$ cat src/rtl/multicycle_controller.sv
// Purpose: multicycle controller sequencing fetch/decode/execute/memory/writeback over one memory port.
// Latency: 3 cycles (branch) to 5 cycles (load) per instruction, plus memory wait states.
// Backpressure: mem_ready stalls FETCH/MEMRD/MEMWR; a hung bus raises bus_fault after TIMEOUT_CYCLES waits.
module multicycle_controller #(
  parameter int HAS_MEM_READY  = 1,
  parameter int TIMEOUT_CYCLES = 16
) (
  input  logic       clk,
  input  logic       reset,
  input  logic [1:0] op,
  input  logic [5:0] funct,
  input  logic [3:0] cond,
  input  logic [3:0] rd,
  input  logic [3:0] alu_flags,
  input  logic       mem_ready,
  output logic       pc_write,
  output logic       ir_write,
  output logic       adr_src,
  output logic       mem_write,
  output logic       reg_write,
  output logic       alu_src_a,
  output logic [1:0] alu_src_b,
  output logic [1:0] result_src,
  output logic [1:0] imm_src,
  output logic [1:0] reg_src,
  output logic [2:0] alu_ctl,
  output logic       shift,
  output logic       carry,
  output logic       illegal,
  output logic       bus_fault
);

  localparam int CW = (TIMEOUT_CYCLES > 0) ? $clog2(TIMEOUT_CYCLES + 1) : 1;

  localparam logic [2:0] ALU_ADD = 3'b000;
  localparam logic [2:0] ALU_SUB = 3'b001;
  localparam logic [2:0] ALU_AND = 3'b010;
  localparam logic [2:0] ALU_ORR = 3'b011;

  typedef enum logic [3:0] {
    FETCH, DECODE, MEMADR, MEMRD, MEMWB, MEMWR, EXECR, EXECI, ALUWB, BRANCH
  } state_t;

  state_t          state_q, state_d;
  logic [3:0]      flags_q, flags_d;
  logic            cond_q, cond_d;
  logic            no_write_q, no_write_d;
  logic [CW-1:0]   wait_cnt_q, wait_cnt_d;

  logic mem_rdy;
  logic cond_pass;
  logic timeout;
  logic pc_write_c, ir_write_c, mem_write_c, reg_write_c;
  logic cmd_legal, cmd_arith, cmd_cmp, cmd_mov;
  logic [2:0] cmd_ctl;
  logic flag_n, flag_z, flag_c, flag_v;

  assign mem_rdy = (HAS_MEM_READY != 0) ? mem_ready : 1'b1;
  assign {flag_n, flag_z, flag_c, flag_v} = flags_q;

  // Evaluate the instruction condition field against the stored NZCV flags.
  always_comb begin
    cond_pass = 1'b0;
    case (cond)
      4'b0000: cond_pass = flag_z;
      4'b0001: cond_pass = ~flag_z;
      4'b0010: cond_pass = flag_c;
      4'b0011: cond_pass = ~flag_c;
      4'b0100: cond_pass = flag_n;
      4'b0101: cond_pass = ~flag_n;
      4'b0110: cond_pass = flag_v;
      4'b0111: cond_pass = ~flag_v;
      4'b1000: cond_pass = flag_c & ~flag_z;
      4'b1001: cond_pass = ~flag_c | flag_z;
      4'b1010: cond_pass = (flag_n == flag_v);
      4'b1011: cond_pass = (flag_n != flag_v);
      4'b1100: cond_pass = ~flag_z & (flag_n == flag_v);
      4'b1101: cond_pass = flag_z | (flag_n != flag_v);
      4'b1110: cond_pass = 1'b1;
      default: cond_pass = 1'b0;
    endcase
  end

  // Decode the data-processing command field into ALU control and side attributes.
  always_comb begin
    cmd_legal = 1'b1;
    cmd_arith = 1'b0;
    cmd_cmp   = 1'b0;
    cmd_mov   = 1'b0;
    cmd_ctl   = ALU_ADD;
    case (funct[4:1])
      4'b0100: cmd_arith = 1'b1;
      4'b0010: begin cmd_ctl = ALU_SUB; cmd_arith = 1'b1; end
      4'b0000: cmd_ctl = ALU_AND;
      4'b1100: cmd_ctl = ALU_ORR;
      4'b1010: begin cmd_ctl = ALU_SUB; cmd_arith = 1'b1; cmd_cmp = 1'b1; end
      4'b1101: cmd_mov = 1'b1;
      default: cmd_legal = 1'b0;
    endcase
  end

  // Count consecutive wait cycles in memory-facing states; flag a timeout on the last allowed one.
  always_comb begin
    timeout    = 1'b0;
    wait_cnt_d = '0;
    if ((state_q == FETCH || state_q == MEMRD || state_q == MEMWR) && !mem_rdy) begin
      if (TIMEOUT_CYCLES > 0 && wait_cnt_q == CW'(TIMEOUT_CYCLES - 1)) begin
        timeout = 1'b1;
      end else begin
        wait_cnt_d = wait_cnt_q + CW'(1);
      end
    end
  end

  // Next-state, datapath controls and flag/condition updates for the current state.
  always_comb begin
    state_d     = state_q;
    flags_d     = flags_q;
    cond_d      = cond_q;
    no_write_d  = no_write_q;
    pc_write_c  = 1'b0;
    ir_write_c  = 1'b0;
    mem_write_c = 1'b0;
    reg_write_c = 1'b0;
    adr_src     = 1'b0;
    alu_src_a   = 1'b0;
    alu_src_b   = 2'b00;
    result_src  = 2'b00;
    alu_ctl     = ALU_ADD;
    shift       = 1'b0;
    illegal     = 1'b0;
    bus_fault   = 1'b0;
    case (state_q)
      FETCH: begin
        alu_src_a  = 1'b1;
        alu_src_b  = 2'b10;
        result_src = 2'b10;
        ir_write_c = mem_rdy;
        pc_write_c = mem_rdy;
        if (mem_rdy) state_d = DECODE;
      end
      DECODE: begin
        alu_src_a = 1'b1;
        alu_src_b = 2'b10;
        cond_d    = cond_pass;
        case (op)
          2'b00:   state_d = funct[5] ? EXECI : EXECR;
          2'b01:   state_d = MEMADR;
          2'b10:   state_d = BRANCH;
          default: begin illegal = 1'b1; state_d = FETCH; end
        endcase
      end
      MEMADR: begin
        alu_src_b = 2'b01;
        alu_ctl   = funct[3] ? ALU_ADD : ALU_SUB;
        state_d   = funct[0] ? MEMRD : MEMWR;
      end
      MEMRD: begin
        adr_src = 1'b1;
        if (mem_rdy) state_d = MEMWB;
      end
      MEMWB: begin
        result_src  = 2'b01;
        reg_write_c = cond_q;
        state_d     = FETCH;
      end
      MEMWR: begin
        adr_src     = 1'b1;
        mem_write_c = cond_q;
        if (mem_rdy) state_d = FETCH;
      end
      EXECR, EXECI: begin
        alu_src_b = (state_q == EXECI) ? 2'b01 : 2'b00;
        if (!cmd_legal) begin
          illegal = 1'b1;
          state_d = FETCH;
        end else begin
          alu_ctl    = cmd_ctl;
          shift      = cmd_mov;
          no_write_d = cmd_cmp;
          if (cond_q && funct[0]) begin
            flags_d[3:2] = alu_flags[3:2];
            if (cmd_arith) flags_d[1:0] = alu_flags[1:0];
          end
          state_d = ALUWB;
        end
      end
      ALUWB: begin
        if (rd != 4'd15) begin
          reg_write_c = cond_q & ~no_write_q;
        end else if (!no_write_q) begin
          pc_write_c = cond_q;
        end
        state_d = FETCH;
      end
      BRANCH: begin
        alu_src_b  = 2'b01;
        result_src = 2'b10;
        pc_write_c = cond_q;
        state_d    = FETCH;
      end
      default: state_d = FETCH;
    endcase
    // A hung bus abandons the access with every strobe held low.
    if (timeout) begin
      bus_fault   = 1'b1;
      state_d     = FETCH;
      pc_write_c  = 1'b0;
      ir_write_c  = 1'b0;
      mem_write_c = 1'b0;
    end
  end

  // State, flags, latched condition and wait counter registers.
  always_ff @(posedge clk or posedge reset) begin
    if (reset) begin
      state_q    <= FETCH;
      flags_q    <= 4'b0000;
      cond_q     <= 1'b0;
      no_write_q <= 1'b0;
      wait_cnt_q <= '0;
    end else begin
      state_q    <= state_d;
      flags_q    <= flags_d;
      cond_q     <= cond_d;
      no_write_q <= no_write_d;
      wait_cnt_q <= wait_cnt_d;
    end
  end

  // Strobes are masked by reset so an access in flight is dropped immediately.
  assign pc_write  = pc_write_c  & ~reset;
  assign ir_write  = ir_write_c  & ~reset;
  assign mem_write = mem_write_c & ~reset;
  assign reg_write = reg_write_c & ~reset;
  assign imm_src   = op;
  assign reg_src   = {op == 2'b01, op == 2'b10};
  assign carry     = flags_q[1];

endmodule

$ cat config.mk
export PLATFORM = sky130hd
export DESIGN_NAME = multicycle_controller
export DESIGN_NICKNAME = d
export VERILOG_FILES = /design/src/rtl/multicycle_controller.sv
export SDC_FILE = /design/constraint.sdc
export NUM_CORES = 1
export LEC_CHECK = 0
export CAP_MARGIN = 20
export CORE_MARGIN = 3
export CORE_UTILIZATION = 40
export CTS_BUF_LIST = sky130_fd_sc_hd__clkbuf_4 sky130_fd_sc_hd__clkbuf_8 sky130_fd_sc_hd__clkbuf_16
export DETAILED_ROUTE_END_ITERATION = 8
export GPL_TIMING_DRIVEN = 1
export HOLD_SLACK_MARGIN = 0.12
export PLACE_DENSITY = 0.75
export RECOVER_POWER = 50
export SETUP_SLACK_MARGIN = 0.02
export SYNTH_ARGS = -nofsm -noshare
export SYNTH_HDL_FRONTEND = slang
export SYNTH_SLANG_ARGS = --single-unit
$ cat constraint.sdc
create_clock -name clk -period 1.75 [get_ports clk]
set_input_delay 0.35 -clock clk [delete_from_list [all_inputs] [get_ports clk]]
set_output_delay 0.35 -clock clk [all_outputs]
set_load 0.005 [all_outputs]
==> flow_summary.toml <==
[outcome]
run_status = "finished, violations left"
violations = "negative setup slack"

[synth]
yosysWarnings = 0
yosys-top-cells-area = "dfrtp_1, nand2_1, buf_4"
yosysMostFrequentCell = "dfrtp_1"
postSynthNetCount = 173
synth_cell_types = 53
ys.flop_type = "dfrtp_1"
synth_top_cell_area_share_pct = 29.6
synthTopCellsByCount = "dfrtp_1, nand2_1"
ys_ff_latch = 15
seq_area_frac_synth_pct = 29.6
synth-async-reset-ratio_pct = 100
avgSynthCellArea_um2 = 8.51
syn-cell-area_mm2 = 0.00127
syn_inst = 149
synth_top_area_cell = "dfrtp_1"
synth_edf_count = 0

[routing]
vias = 1659
dr.pass1.iters = 5
viasPerCell = 5.59
wire_per_inst_um = 18.6
drc_errors = 0
drt_iter0_markers = 111
ant_nets = 0
finalWirelength_mm = 5.53

[floorplanning]
rows = 19
die_area_mm2 = 0.00388
die_x_um = 62.3
die_y_um = 62.3
io_pins = 44
start_util_pct = 44.1
core_area_mm2 = 0.00288

[timing]
report.final.slew_viol_count = 0
worstMarginPinSlew_ns = 0.765
timing.setup.tns_ns = -3.03
fin_crit_sh_pct = 122
rsz0062_at_grt = "yes"
period_needed_ns = 2.14
finClkSkew_ns = 0.00411
slew_headroom_pct = 49.0
hold_slack_ns = 0.450
finalSetupViolCount = 16
fmax_mhz = 467
fin_ws_ns = -0.393
finalHoldViolations = 0

[clock_network]
clock_latency_ns = 0.30
htree_levels = 1
clockBufferDepth = 2
cts_root_buffer = "clkbuf_4"
cts_hold_buf = 0
cts_tree = "yes"
clkTransAtPathRegs_ns = 0.11
clkSinkCount = 15
cts_made_buffers = 3

[placement]
pre_cts_ws_ns = -0.574
placedCellCount = 271
postPlaceCellArea_mm2 = 0.00203
io_buffers = 42
dp_hpwl_mm = 3.23
gp_congestion = 0.887

[flow_run]
drv_cap = 0

[power]
p_int_mw = 1.88
vdd_drop_max_mv = 0.707
pwr-share-seq_pct = 18.0
sw_frac_of_total_pct = 41.8
p_leak_nw = 1.13
p_comb_share_pct = 75.1
power_mw = 3.22
switching_power_mw = 1.35
clkPwrFrac_pct = 7.0
p_per_area_mw_per_mm2 = 1320

[global_routing]
grt_start_max_net_pins = 15
grt_pass1_vias = 1715
antenna_found_initial = 0
grt_overflow = 0
grtUsageTotal_pct = 26.3
grt_pass1_wl_mm = 8.27

[worst_setup_path]
cp_max_fo = 4
cp-start-kind = "flop"
path_class = "reg -> out"
regToRegEndpoint = "flags_q[1]$_DFFE_PP0P_"
r2r_setup_slack_ns = -0.03
reg2reg_depth = 7
crit_path_end_kind = "primary output"
cp.arrival_ns = 1.79
cp_data_required_time_ns = 1.40
r2r-start = "state_q[3]$_DFFE_PP0P_"

[layout]
fin_area_mm2 = 0.00243
syn2layout_area_growth_pct = 92.0
diodes = 0
regArea_um2 = 379
fin_util_pct = 84.6
finalNonFillerCells = 297
multiInputGateArea_um2 = 998
n_fill_cell = 146
nNetsFinal = 280
drive_above_1_share_pct = 54.5

[min_path]
hold_path.startpoint = "op[0]"
whs_path_depth = 3
worstHoldPathType = "in -> reg"
hold_end = "state_q[3]$_DFFE_PP0P_"
-- timing repair --
| item | in CTS | in global routing |
|---|---|---|
| setup endpoints to repair | 24 | 23 |
| gates resized for setup | 88 | 45 |
| pin swaps | 16 | 20 |
| setup buffers | 11 | 14 |
-- power groups by stage --
stage	clock (mW)	sequential [mW]	combinational (mW)
after CTS	0.221	0.547	1.94
final	0.224	0.579	2.42
after global placement	0	0.553	1.55
after global routing	0.240	0.587	2.56
after detailed placement	0	0.563	1.61
after floorplan	0	0.518	0.790
-- kinds of logic after synthesis --
group,count (synthesis),share of synthesized area [%]
mux,6,5.13
compound gates,31,16.4
xor+xnor,6,4.74
other cells,1,0.296
simple gates,71,34.4
flops,15,29.6
buf+inv,18,8.49
fa+ha+maj,1,0.987
-- how the worst max path moves through the flow --
stage	start	endpoint	slack [ns]
global route	state_q[2]$_DFFE_PP0P_	mem_write	-0.44
finish	state_q[2]$_DFFE_PP0P_	mem_write	-0.39
global placement	funct[1]	illegal	-0.50
detailed placement	funct[3]	illegal	-0.57
floorplan	state_q[2]$_DFFE_PP0P_	mem_write	0.06
CTS	state_q[0]$_DFFE_PP0P_	mem_write	-0.36
-- sequential cells by signal, summed over array words and instances (netlist names) --
register and cells:
wait_cnt_q 5, cond_q 1, state_q 4, no_write_q 1, flags_q 4
-- routing by layer --
| metal | vias up | part of all wire [%] | track usage (%) |
|---|---|---|---|
| met5 | - | 0 | 0 |
| met4 | 0 | 2.7 | 11.0 |
| met3 | 15 | 6.4 | 5.59 |
| met2 | 95 | 52 | 49.6 |
| met1 | 804 | 39 | 28.1 |
| li1 | 745 | - | - |
-- worst max-delay path, cell delays in order, from the launching register on --
cell	delay, ns
dfrtp_2	0.48
xnor2_2	0.23
mux2i_2	0.13
or3_4	0.36
nor2_4	0.14
nor4_4	0.04
buf_2	0.12
-- area by class of cell --
type,count,share of cell area [%]
multi-input cells,116,41.0
repair buffers,113,38.9
flip-flops and latches,15,15.6
well taps,42,2.16
inverters,7,1.08
clock buffers,3,0.925
clock inverters,1,0.308
-- cells in the final DEF (no fill, tap or decap), types with 3 or more instances in the layout --
| cell | count |
|---|---|
| mux2_4 | 4 |
| buf_4 | 52 |
| nor2b_1 | 3 |
| clkdlybuf4s50_1 | 20 |
| nor2_1 | 6 |
| buf_6 | 19 |
| buf_2 | 13 |
| nor2_4 | 5 |
| a21oi_1 | 5 |
| dlygate4sd2_1 | 5 |
| clkbuf_4 | 3 |
| xnor2_1 | 4 |
| nor3_1 | 4 |
| nand2b_4 | 4 |
| a21oi_2 | 3 |
| nand3_1 | 7 |
| inv_1 | 7 |
| dfrtp_1 | 12 |
| nand2_1 | 11 |
| dfrtp_2 | 3 |
| nor3_4 | 3 |
| o21ai_0 | 7 |
Note: power is estimated with default switching activity, not from simulation.
